$ cat src/rtl/lmsm_pkg.sv
// Shared definitions for the load/store-multiple sequencer: default widths,
// register-index sizing and the sequencer state encoding.
package lmsm_pkg;

   localparam int ADDR_W_DEF = 16;
   localparam int DATA_W_DEF = 16;

   // Eight architectural registers, so a 3-bit index and an 8-bit mask.
   localparam int IDX_W  = 3;
   localparam int MASK_W = 1 << IDX_W;
   // Transfer counter must reach MASK_W itself (0..8).
   localparam int CNT_W  = IDX_W + 1;

   typedef enum logic [2:0] {
      ST_IDLE,
      ST_SELECT,
      ST_MEM,
      ST_WR_RF,
      ST_ADVANCE,
      ST_DONE
   } state_t;

endpackage

$ cat src/rtl/lmsm_sequencer_if.sv
// Memory and register-file side of the sequencer. The master modport is the
// sequencer; the slave modport is the memory/register-file owner.
interface lmsm_sequencer_if
   import lmsm_pkg::*;
#(
   parameter int ADDR_W = ADDR_W_DEF,
   parameter int DATA_W = DATA_W_DEF
) ();

   // Memory access channel: request is held until ack.
   logic              mem_req;
   logic              mem_we;
   logic [ADDR_W-1:0] mem_addr;
   logic [DATA_W-1:0] mem_wdata;
   logic [DATA_W-1:0] mem_rdata;
   logic              mem_ack;

   // Register file: combinational read port, single write port.
   logic [IDX_W-1:0]  rf_raddr;
   logic [DATA_W-1:0] rf_rdata;
   logic [IDX_W-1:0]  rf_waddr;
   logic              rf_wen;
   logic [DATA_W-1:0] rf_wdata;

   modport master (
      output mem_req, mem_we, mem_addr, mem_wdata,
      input  mem_rdata, mem_ack,
      output rf_raddr,
      input  rf_rdata,
      output rf_waddr, rf_wen, rf_wdata
   );

   modport slave (
      input  mem_req, mem_we, mem_addr, mem_wdata,
      output mem_rdata, mem_ack,
      input  rf_raddr,
      output rf_rdata,
      input  rf_waddr, rf_wen, rf_wdata
   );

endinterface

$ cat src/rtl/lmsm_sequencer_lsb_encoder.sv
// Lowest-set-bit encoder: picks the next register to transfer so that
// transfers always run in ascending register order.
module lsb_encoder
   import lmsm_pkg::*;
(
   input  logic [MASK_W-1:0] mask,
   output logic [IDX_W-1:0]  index,
   output logic              valid
);

   // Scan from the top down so the last hit, i.e. the lowest set bit, wins.
   always_comb begin
      // NOTE: every output gets a default before any condition; a path that
      // leaves a combinational output unassigned infers a latch.
      index = '0;
      valid = |mask;
      for (int i = MASK_W - 1; i >= 0; i--) begin
         if (mask[i]) begin
            index = IDX_W'(i);
         end
      end
   end

endmodule

$ cat src/rtl/lmsm_sequencer.sv
// Load/store-multiple sequencer. Walks the selected registers in ascending
// order, moving one word per register between the register file and
// consecutive memory addresses starting at base_addr.
module lmsm_sequencer
   import lmsm_pkg::*;
#(
   parameter int ADDR_W = ADDR_W_DEF,
   parameter int DATA_W = DATA_W_DEF
) (
   input  logic              clk,
   input  logic              proc_rst,
   input  logic              start,
   input  logic              is_store,
   input  logic [ADDR_W-1:0] base_addr,
   input  logic [MASK_W-1:0] reg_list,
   output logic              busy,
   output logic              done,
   output logic [CNT_W-1:0]  xfer_count,
   lmsm_sequencer_if.master  bus
);

   state_t            state;
   state_t            state_next;

   logic              is_store_q;
   logic [MASK_W-1:0] mask_q;        // registers still to transfer
   logic [IDX_W-1:0]  idx_q;         // register of the transfer in flight
   logic [ADDR_W-1:0] addr_q;        // memory address of the transfer in flight
   logic [DATA_W-1:0] mem_wdata_q;   // store data captured from the RF
   logic [DATA_W-1:0] rf_wdata_q;    // load data captured from memory
   logic [CNT_W-1:0]  count_q;

   logic [IDX_W-1:0]  enc_idx;
   logic              enc_valid;
   logic [MASK_W-1:0] mask_clr;

   lsb_encoder u_lsb_encoder (
      .mask  (mask_q),
      .index (enc_idx),
      .valid (enc_valid)
   );

   // Remaining mask once the in-flight register is retired.
   assign mask_clr = mask_q & ~(MASK_W'(1) << idx_q);

   // State register; reset abandons any transfer in progress.
   always_ff @(posedge clk or posedge proc_rst) begin
      if (proc_rst) begin
         state <= ST_IDLE;
      end else begin
         // NOTE: clocked state uses non-blocking assignments so every register
         // samples pre-edge values regardless of block evaluation order.
         state <= state_next;
      end
   end

   // Next-state logic.
   always_comb begin
      state_next = state;
      unique case (state)
         ST_IDLE: begin
            if (start) begin
               state_next = (reg_list != '0) ? ST_SELECT : ST_DONE;
            end
         end
         ST_SELECT: begin
            // An empty mask cannot reach SELECT; finishing is the safe exit.
            state_next = enc_valid ? ST_MEM : ST_DONE;
         end
         ST_MEM: begin
            if (bus.mem_ack) begin
               state_next = is_store_q ? ST_ADVANCE : ST_WR_RF;
            end
         end
         ST_WR_RF: begin
            state_next = ST_ADVANCE;
         end
         ST_ADVANCE: begin
            state_next = (mask_clr == '0) ? ST_DONE : ST_SELECT;
         end
         ST_DONE: begin
            state_next = ST_IDLE;
         end
         default: begin
            state_next = ST_IDLE;
         end
      endcase
   end

   // Operand latching, data capture and per-transfer bookkeeping.
   always_ff @(posedge clk or posedge proc_rst) begin
      if (proc_rst) begin
         is_store_q  <= 1'b0;
         mask_q      <= '0;
         idx_q       <= '0;
         addr_q      <= '0;
         mem_wdata_q <= '0;
         rf_wdata_q  <= '0;
         count_q     <= '0;
      end else begin
         unique case (state)
            ST_IDLE: begin
               if (start) begin
                  is_store_q <= is_store;
                  mask_q     <= reg_list;
                  addr_q     <= base_addr;
                  count_q    <= '0;
               end
            end
            ST_SELECT: begin
               idx_q <= enc_idx;
               if (is_store_q) begin
                  mem_wdata_q <= bus.rf_rdata;
               end
            end
            ST_MEM: begin
               if (bus.mem_ack && !is_store_q) begin
                  rf_wdata_q <= bus.mem_rdata;
               end
            end
            ST_ADVANCE: begin
               mask_q  <= mask_clr;
               addr_q  <= addr_q + 1'b1;   // wraps modulo 2^ADDR_W
               count_q <= count_q + 1'b1;
            end
            default: begin
            end
         endcase
      end
   end

   // Outputs are decoded from state so reset clears them in the same cycle.
   always_comb begin
      busy          = (state != ST_IDLE);
      done          = (state == ST_DONE);
      xfer_count    = count_q;
      bus.mem_req   = (state == ST_MEM);
      bus.mem_we    = (state == ST_MEM) && is_store_q;
      bus.mem_addr  = addr_q;
      bus.mem_wdata = mem_wdata_q;
      bus.rf_wen    = (state == ST_WR_RF);
      bus.rf_waddr  = idx_q;
      bus.rf_wdata  = rf_wdata_q;
      // The RF read port shows the register being selected during SELECT.
      bus.rf_raddr  = (state == ST_SELECT) ? enc_idx : idx_q;
   end

endmodule
$ cat src/flat_wrapper.sv
// flat-port wrapper written by rule: the top's interface ports become plain ports
module lmsm_sequencer_flat import lmsm_pkg::*;
#(
   parameter int ADDR_W = ADDR_W_DEF,
   parameter int DATA_W = DATA_W_DEF
)
  (clk, proc_rst, start, is_store, base_addr, reg_list, busy, done, xfer_count, bus_mem_req, bus_mem_we, bus_mem_addr, bus_mem_wdata, bus_mem_rdata, bus_mem_ack, bus_rf_raddr, bus_rf_rdata, bus_rf_waddr, bus_rf_wen, bus_rf_wdata);
  lmsm_sequencer_if #(.ADDR_W(ADDR_W), .DATA_W(DATA_W)) bus_i ();
  input  logic clk;
  input  logic proc_rst;
  input  logic start;
  input  logic is_store;
  input  logic [ADDR_W-1:0] base_addr;
  input  logic [MASK_W-1:0] reg_list;
  output logic busy;
  output logic done;
  output logic [CNT_W-1:0] xfer_count;
  output wire logic [$bits(bus_i.mem_req)-1:0] bus_mem_req;
  output wire logic [$bits(bus_i.mem_we)-1:0] bus_mem_we;
  output wire logic [$bits(bus_i.mem_addr)-1:0] bus_mem_addr;
  output wire logic [$bits(bus_i.mem_wdata)-1:0] bus_mem_wdata;
  input wire logic [$bits(bus_i.mem_rdata)-1:0] bus_mem_rdata;
  input wire logic [$bits(bus_i.mem_ack)-1:0] bus_mem_ack;
  output wire logic [$bits(bus_i.rf_raddr)-1:0] bus_rf_raddr;
  input wire logic [$bits(bus_i.rf_rdata)-1:0] bus_rf_rdata;
  output wire logic [$bits(bus_i.rf_waddr)-1:0] bus_rf_waddr;
  output wire logic [$bits(bus_i.rf_wen)-1:0] bus_rf_wen;
  output wire logic [$bits(bus_i.rf_wdata)-1:0] bus_rf_wdata;
  assign bus_mem_req = bus_i.mem_req;
  assign bus_mem_we = bus_i.mem_we;
  assign bus_mem_addr = bus_i.mem_addr;
  assign bus_mem_wdata = bus_i.mem_wdata;
  assign bus_i.mem_rdata = bus_mem_rdata;
  assign bus_i.mem_ack = bus_mem_ack;
  assign bus_rf_raddr = bus_i.rf_raddr;
  assign bus_i.rf_rdata = bus_rf_rdata;
  assign bus_rf_waddr = bus_i.rf_waddr;
  assign bus_rf_wen = bus_i.rf_wen;
  assign bus_rf_wdata = bus_i.rf_wdata;
  lmsm_sequencer #(.ADDR_W(ADDR_W), .DATA_W(DATA_W)) u_core (.clk(clk), .proc_rst(proc_rst), .start(start), .is_store(is_store), .base_addr(base_addr), .reg_list(reg_list), .busy(busy), .done(done), .xfer_count(xfer_count), .bus(bus_i));
endmodule
$ cat config.mk
export PLATFORM = sky130hd
export DESIGN_NAME = lmsm_sequencer_flat
export DESIGN_NICKNAME = d
export VERILOG_FILES = /design/src/rtl/lmsm_pkg.sv /design/src/rtl/lmsm_sequencer_if.sv /design/src/rtl/lmsm_sequencer_lsb_encoder.sv /design/src/rtl/lmsm_sequencer.sv /design/src/flat_wrapper.sv
export SDC_FILE = /design/constraint.sdc
export NUM_CORES = 1
export LEC_CHECK = 0
export BUFFER_PORTS_ARGS = -buffer_cell sky130_fd_sc_hd__buf_2
export CORE_MARGIN = 2
export CORE_UTILIZATION = 51
export CTS_BUF_LIST = sky130_fd_sc_hd__clkbuf_8 sky130_fd_sc_hd__clkbuf_16
export DETAILED_ROUTE_END_ITERATION = 7
export PLACE_DENSITY = 0.8
export SLEW_MARGIN = 20
export SYNTH_ARGS = -nofsm -noshare
export SYNTH_HDL_FRONTEND = slang
export SYNTH_HIERARCHICAL = 1
export SYNTH_SLANG_ARGS = --single-unit
$ cat constraint.sdc
create_clock -name clk -period 5.1 [get_ports clk]
set_input_delay 0.765 -clock clk [delete_from_list [all_inputs] [get_ports clk]]
set_output_delay 0.765 -clock clk [all_outputs]
set_load 0.05 [all_outputs]
After elaboration in Yosys (flattened, before gate mapping)
Index checks and enable logic that the tools add are counted.

Add/subtract/negate cells: 2. Equality and inequality tests: 7. Shift-type cells: 1. Multiplexer cells: 22. Bitwise operators: 2. Reductions and logical operators: 14.

Operators with widths (number): $mux 3 (15); $pmux 16 s2 (1); $add 16x1->16 const B (1); $mux 16 (1); $pmux 8 s2 (1); $pmux 3 s5 (1); $reduce_and 2->1 (5); $and 8x8->8 (1); $logic_not 8->1 (1); $mux 8 (1); $not 8->8 (1); $pmux 4 s2 (1); $reduce_bool 8->1 (1); $reduce_or 8->1 (1); $shl 1x3->8 const A (1); $eq 3x2->1 const B (2); $eq 3x3->1 const B (2); $add 4x1->4 const B (1); $mux 4 (1); $eq 3x1->1 const B (1); $logic_not 3->1 (1); $reduce_bool 3->1 (1); $logic_and 1x1->1 (2); $ne 2x1->1 const B (1); 3 further kinds (3).

Register bits: 67. Bits of input ports: 61. Output and inout port bits: 63. Logic and storage cells: 56.

Depth between registers and ports, before layout
Gate-level depths: netlist (run 1).

Depth in word-level cells: 9. Depth in mapped cells: 6. Gate-level depth less buffers: 5.

Cells and area by module
The synthesis (run 1) kept the hierarchy.

By module, submodules not included: lmsm_sequencer (instances 1, cells each 291, area each 3220.6 µm², seq. area each 1676.6 µm²); lsb_encoder (instances 1, cells each 13, area each 81.3 µm², seq. area each 0.0 µm²).

Least setup slack after synthesis (run 1)
No wires, ideal clock.

Path kind: flip-flop to output port. Start: register u_core.idx_q[2] (netlist: u_core/bus.rf_waddr[2]). End: output port bus_rf_raddr[2]. Arrival time: 2.140 ns. Required time: 4.335 ns. Slack: 2.195 ns. Cell stages (with the launch flop): 4. Buffers on the path: 1. Path through: dfrtp_1 > clkbuf_1 > inv_1 > o21ai_0.

Longest elaborated chain between the ends: 1.

RTL lines: from (decl) (line lmsm_sequencer.sv:27) `logic [IDX_W-1:0] idx_q;`; from (signal assigned) (line lmsm_sequencer.sv:111) `idx_q <= enc_idx;`; $mux 3 (line lmsm_sequencer.sv:145) `bus.rf_raddr = (state == ST_SELECT) ? enc_idx : idx_q;`; to (decl) (line flat_wrapper.sv:24) `output wire logic [$bits(bus_i.rf_raddr)-1:0] bus_rf_raddr;`.

Every way passes these cells.

Final worst setup path (run 1)
Start: register u_core.state[0]. End: output port bus_rf_raddr[1].

Longest elaborated chain between the ends: 2.

RTL lines: from (decl) (line lmsm_sequencer.sv:22) `state_t state;`; from (signal assigned) (line lmsm_sequencer.sv:53) `state <= state_next;`; $eq 3x1->1 (line lmsm_sequencer.sv:145); $mux 3 (line lmsm_sequencer.sv:145).

Every way passes these cells.

==> results of run 1 <==
## metal layers
metal,GRT usage,routed length [µm]
met4,0.102,117
met2,0.338,3580
met5,0,0
met3,0.0413,550
met1,0.290,3320
## registers in the layout, summed over array words and instances, names as in the netlist
| signal | cells |
|---|---|
| u_core/mask_q | 8 |
| u_core/bus.rf_waddr | 3 |
| u_core/bus.mem_addr | 16 |
| u_core/xfer_count | 4 |
| u_core/bus.rf_wdata | 16 |
| u_core/is_store_q | 1 |
| u_core/bus.mem_wdata | 16 |
| u_core/state | 3 |
## cell families (layout without fill, tap and decap cells)
| group | count (synthesis) | count (layout) | synth area share |
|---|---|---|---|
| AND/OR/NAND/NOR | 112 | 112 | 0.187 |
| flip-flops | 67 | 67 | 0.508 |
| AO/OA/AOI/OAI | 62 | 62 | 0.138 |
| multiplexers | 36 | 36 | 0.122 |
| buffers and inverters | 24 | 148 | 0.0352 |
| adder cells (fa/ha/maj) | 2 | 2 | 0.00758 |
| XOR/XNOR | 1 | 1 | 0.00265 |
## where the power goes
| group | leakage [nW] | switching, W | total (W) | internal, W |
|---|---|---|---|---|
| registers | 0.812 | 0.000267 | 0.00105 | 0.000782 |
| logic | 1.05 | 0.00129 | 0.00180 | 0.000515 |
| clock network | 0.0946 | 0.000195 | 0.000380 | 0.000185 |
| total | 1.95 | 0.00175 | 0.00323 | 0.00148 |
## through the flow
stage | utilization | setup WS, ps | power, W | hold slack [ps]
after floorplan | - | 2190 | 0.00245 | 528
after global placement | 0.624 | 2450 | 0.00281 | 463
after detailed placement | 0.624 | 2430 | 0.00286 | 470
after CTS | 0.651 | 2340 | 0.00324 | 483
after global routing | 0.653 | 2260 | 0.00342 | 501
final | 0.653 | 2380 | 0.00323 | 483
## layout make-up
cell class	instances	area, µm²
Clock buffer	10	138
Clock inverter	6	33.8
Fill cell	517	2190
Inverter	7	26.3
Multi-Input combinational cell	213	1520
Sequential cell	67	1680
Tap cell	77	96.3
Timing Repair Buffer	125	634
## cell usage in the layout, fill, tap and decap left out, types with 2 or more instances in the layout
cell and instances:
buf_2 123, dfrtp_1 67, nand2_1 32, mux2_1 32, nor2_1 19, o21ai_1 13, nand3_1 11, clkbuf_8 10
a21oi_1 10, inv_1 7, o22ai_1 7, and2_1 6, nor3_1 6, nand4_1 5, nor4_1 5, o211ai_1 4
nor3b_1 4, a22o_1 4, o211ai_2 3, o311ai_2 3, nor2b_1 3, clkinv_2 2, nor3b_2 2, o311ai_1 2
nand2b_1 2, mux2i_1 2, or3_1 2, a31oi_1 2, inv_2 2, mux2_2 2, and3_1 2, o21ai_0 2
o32a_1 2, a211o_1 2, ha_1 2
## worst paths after layout
kind / startpoint / to / slack (ps) / depth (start not counted)
setup / recovery: u_core/state[0] / bus_rf_raddr[1] / 2380 / 3
hold / removal: u_core/bus.mem_wdata[14] / u_core/bus.mem_wdata[14] / 480 / 1
setup reg to reg: u_core/state[1] / u_core/mask_q[4] / 2620 / 4
hold reg to reg: u_core/bus.mem_wdata[14] / u_core/bus.mem_wdata[14] / 480 / 1
max in group asynchronous: proc_rst / u_core/mask_q[1] / 3890 / 3
min in group asynchronous: proc_rst / u_core/bus.rf_wdata[14] / 660 / 3
==> impl_metrics.tcl, run 1 <==
set metrics [dict create \
    postCtsSetupBuffers 0 \
    cp-end-kind "output port" \
    grt_pass1_wl_mm 12.3 \
    ys_seq_area_frac 0.508 \
    peakVddDrop_mv 0.505 \
    yosys_warnings 6 \
    post-route-cell-area_um2 4120 \
    synth_top_area_frac 0.508 \
    fin_tns_setup_ps 0 \
    pin_count 124 \
    worstPathRequired_ps 4340 \
    ys_async_sr_fraction 1.00 \
    fp.dieW_um 84.5 \
    period_share 0.533 \
    grt_pass1_vias 2599 \
    tightest_slew_ps 925 \
    clk_pin_slew_worst_paths_ps 70 \
    synth_cell_types 58 \
    crit_slowest_cell "dfrtp_1" \
    status "complete, no violations" \
    rsz0062_at_grt "false" \
    crit_path_start_kind "register" \
    vias_per_cell 5.51 \
    power_density_nw_per_um2 783 \
    slew_violations 0 \
    clk_latency_ps 340 \
    crit_fanout 14 \
    syn_inst 304 \
    drt-initial-drc-count 163 \
    min_path_type "reg2reg" \
    synth_nets 367 \
    fmax_mhz 368 \
    synth.most_common_cell "dfrtp_1" \
    htreeDepth 3 \
    gp_congestion 0.865 \
    rows 29 \
    synth_area_um2 3300 \
    wl_per_cell_um 15.0 \
    drt_pass1_iterations 4 \
    die_y_um 84.5 \
    cts_buffer_depth 2 \
    core-area_um2 6310 \
    dp.cells 488 \
    worst_path_largest_cell_delay_ps 600 \
    p_leak_nw 1.95 \
    path_delay_family "flip-flops" \
    io_buffers 123 \
    antennaDiodeCount 0 \
    final_cells 505 \
    synth.ff_latch_count 67 \
    drt_wl_total_mm 7.57 \
    cp_num_buf_inv 1 \
    antenna_found_initial 0 \
    max_slew_margin 0.381 \
    ys_top_cells_by_count "dfrtp_1 (67), mux2_1 (32), nand2_1 (32), nor2_1 (19), o21ai_1 (13)" \
    grt_usage 0.215 \
    cts_sinks 67 \
    arrival_ps 1960 \
    synth_edf_count 0 \
    setup_violations 0 \
    grt_max_degree 68 \
    cts_root_buffer "clkbuf_8" \
    final_nets 486 \
    hold_violations 0 \
    syn_area_per_cell_um2 10.9 \
    drc 0 \
    placed_cell_area_um2 3940 \
    yosys_most_used_dff "dfrtp_1" \
    crit_type "reg2out" \
    hold_buffers 0 \
    numCtsBuffers 9 \
    synth_top_cell_by_area "dfrtp_1" \
    period_minus_slack_ps 2720 \
    cts.repair.resized 0 \
    drive_gt1_frac 0.369 \
    initial_utilization 0.523 \
    ant_nets 0 \
    die_area_um2 7130 \
    maxCapViolCount 0 \
    worstPathCellList "nor3b_2 > mux2_2 > buf_2" \
    yosys-top-cells-area "dfrtp_1 (51%), mux2_1 (11%), nand2_1 (3.6%), nor2_1 (2.2%), o21ai_1 (2.0%)" \
    area_growth_pct 24.9 \
    cts_tree "built" \
    vias 2782 \
    clock_skew_ps 14.2 \
    hpwl_mm 5.47 \
    overflow 0 \
]
(Power assumes the default switching activity.)
==> inputs of run 2 (changes only) <==
CORE_UTILIZATION = 49   (was 51)
PLACE_DENSITY = 0.78   (was 0.8)
clock period = 2.8 ns   (was 5.1 ns; I/O delays follow)
==> run 2 against run 1 <==
Effect of this change:
- flip-flop and latch count is the same
- wire length grew 5.4%
- critical endpoint is now bus_rf_raddr[0]
- first-iteration DRC count grew 5.5%
- hold slack lost 290 ps
- setup slack lost 2000 ps
- sequential share of layout area shrank 0.75 points
- clock-buffer cell count shrank 1
- combinational power grew 84%
- utilization grew 0.10 points
- power grew 88%
- global-route usage grew 0.16 points
==> impl_metrics.tcl, run 2 (synthesized netlist as in run 1, its figures left out) <==
set metrics [dict create \
    antenna_found_initial 0 \
    internal_power_w 0.00288 \
    cp-end-kind "output port" \
    arrival_ps 1970 \
    cts_sinks 67 \
    cts_tree "built" \
    core-area_um2 6420 \
    cts_root_buffer "clkbuf_8" \
    fmax_mhz 419 \
    worst_path_largest_cell_delay_ps 620 \
    power_w 0.00608 \
    hold_violations 0 \
    hpwl_mm 5.80 \
    initial_utilization 0.514 \
    htreeDepth 3 \
    pre_cts_ws_ps 612 \
    cts_buffer_depth 2 \
    clk_latency_ps 330 \
    final_cell_mix "buf_2 (123), dfrtp_1 (67), nand2_1 (32), mux2_1 (32), nor2_1 (19)" \
    setup_violations 0 \
    worstPathRequired_ps 2380 \
    ant_nets 0 \
    drive_gt1_frac 0.376 \
    antennaDiodeCount 0 \
    die_y_um 86.1 \
    p_switching_w 0.00321 \
    postCtsSetupBuffers 0 \
    clkPwrFrac 0.141 \
    crit_slowest_cell "dfrtp_1" \
    overflow 0 \
    p_leak_nw 1.99 \
    area_growth_pct 27.2 \
    grt_pass1_wl_mm 12.7 \
    die_area_um2 7410 \
    maxCapViolCount 0 \
    final_common_cell "buf_2" \
    vias_per_cell 5.64 \
    clock_skew_ps 11.6 \
    fin_tns_setup_ps 0 \
    path_delay_family "flip-flops" \
    rsz0062_at_grt "false" \
    numCtsBuffers 9 \
    worst_slack_ps 413 \
    grt_pass1_vias 2771 \
    period_share 0.852 \
    drt_pass1_iterations 4 \
    grt_max_degree 37 \
    hold_buffers 0 \
    final_nets 489 \
    gp_congestion 0.873 \
    comb_power_share 0.543 \
    placed_cell_area_um2 3980 \
    max_slew_margin 0.444 \
    crit_type "reg2out" \
    wl_per_cell_um 15.7 \
    tightest_slew_ps 831 \
    peakVddDrop_mv 0.690 \
    crit_path_start_kind "register" \
    worstPathCellList "nor3b_2 > mux2_2 > buf_2" \
    drc 0 \
    clk_pin_slew_worst_paths_ps 70 \
    switching_share 0.527 \
    cp_num_buf_inv 1 \
    crit_start "u_core/state[0]" \
    sequentialPowerShare 0.315 \
    dp.cells 492 \
    vias 2865 \
    grt_usage 0.217 \
    n_fill_cell 517 \
    fp.dieW_um 86.1 \
    post-route-cell-area_um2 4200 \
    reg2reg_from "u_core/state[0]" \
    period_minus_slack_ps 2390 \
    power_density_nw_per_um2 1450 \
    final_cells 508 \
    io_buffers 123 \
    pin_count 124 \
    cts.repair.resized 0 \
    drt-initial-drc-count 172 \
    status "complete, no violations" \
    drt_wl_total_mm 7.98 \
    crit_fanout 14 \
    rows 29 \
    min_path_type "in2async" \
    slew_violations 0 \
]
run 2: worst paths after layout:
check,endpoint,slack [ps],cells past startpoint
setup / recovery,bus_rf_raddr[0],410,3
hold / removal,u_core/bus.mem_wdata[10],190,2
setup reg to reg,u_core/bus.mem_wdata[15],620,3
hold reg to reg,u_core/xfer_count[3],470,1
max in group asynchronous,u_core/xfer_count[3],1980,3
min in group clk,u_core/is_store_q,280,3
run 2: final cells by class:
| type | count | area [µm²] | area share |
|---|---|---|---|
| multi-input combinational | 213 | 1520 | 0.361 |
| tap | 77 | 96.3 | 0.0229 |
| clock buffer | 9 | 124 | 0.0295 |
| clock inverter | 7 | 93.8 | 0.0223 |
| inverter | 7 | 26.3 | 0.00626 |
| timing repair buffer | 128 | 666 | 0.158 |
| sequential | 67 | 1680 | 0.399 |
run 2: layer usage:
layer / vias up / global-route usage / routed length (µm)
met4: 0 / 0.0909 / 175
met3: 17 / 0.0500 / 723
met1: 1347 / 0.270 / 3300
li1: 1363 / - / -
met2: 138 / 0.362 / 3780
met5: - / 0 / 0
run 2: power by group through the flow:
stage	logic [W]	registers, W	clock network [W]
3_5_place_dp	0.00331	0.00192	0
6_report	0.00331	0.00192	0.000859
4_1_cts	0.00332	0.00192	0.000885
3_3_place_gp	0.00326	0.00190	0
2_1_floorplan	0.00137	0.00309	0
5_1_grt	0.00350	0.00199	0.000927
run 2: worst reg2reg max path, cell delays in order, from the launching register on:
cell	delay (ps)
dfrtp_1	620
nor3b_2	420
and2_1	640
mux2_1	390
run 2: per-stage QoR:
stage / hold WS (ps) / util
after global placement: 461 / 0.620
after detailed placement: 463 / 0.620
after floorplan: 525 / -
final: 194 / 0.654
after global routing: 247 / 0.654
after CTS: 207 / 0.654
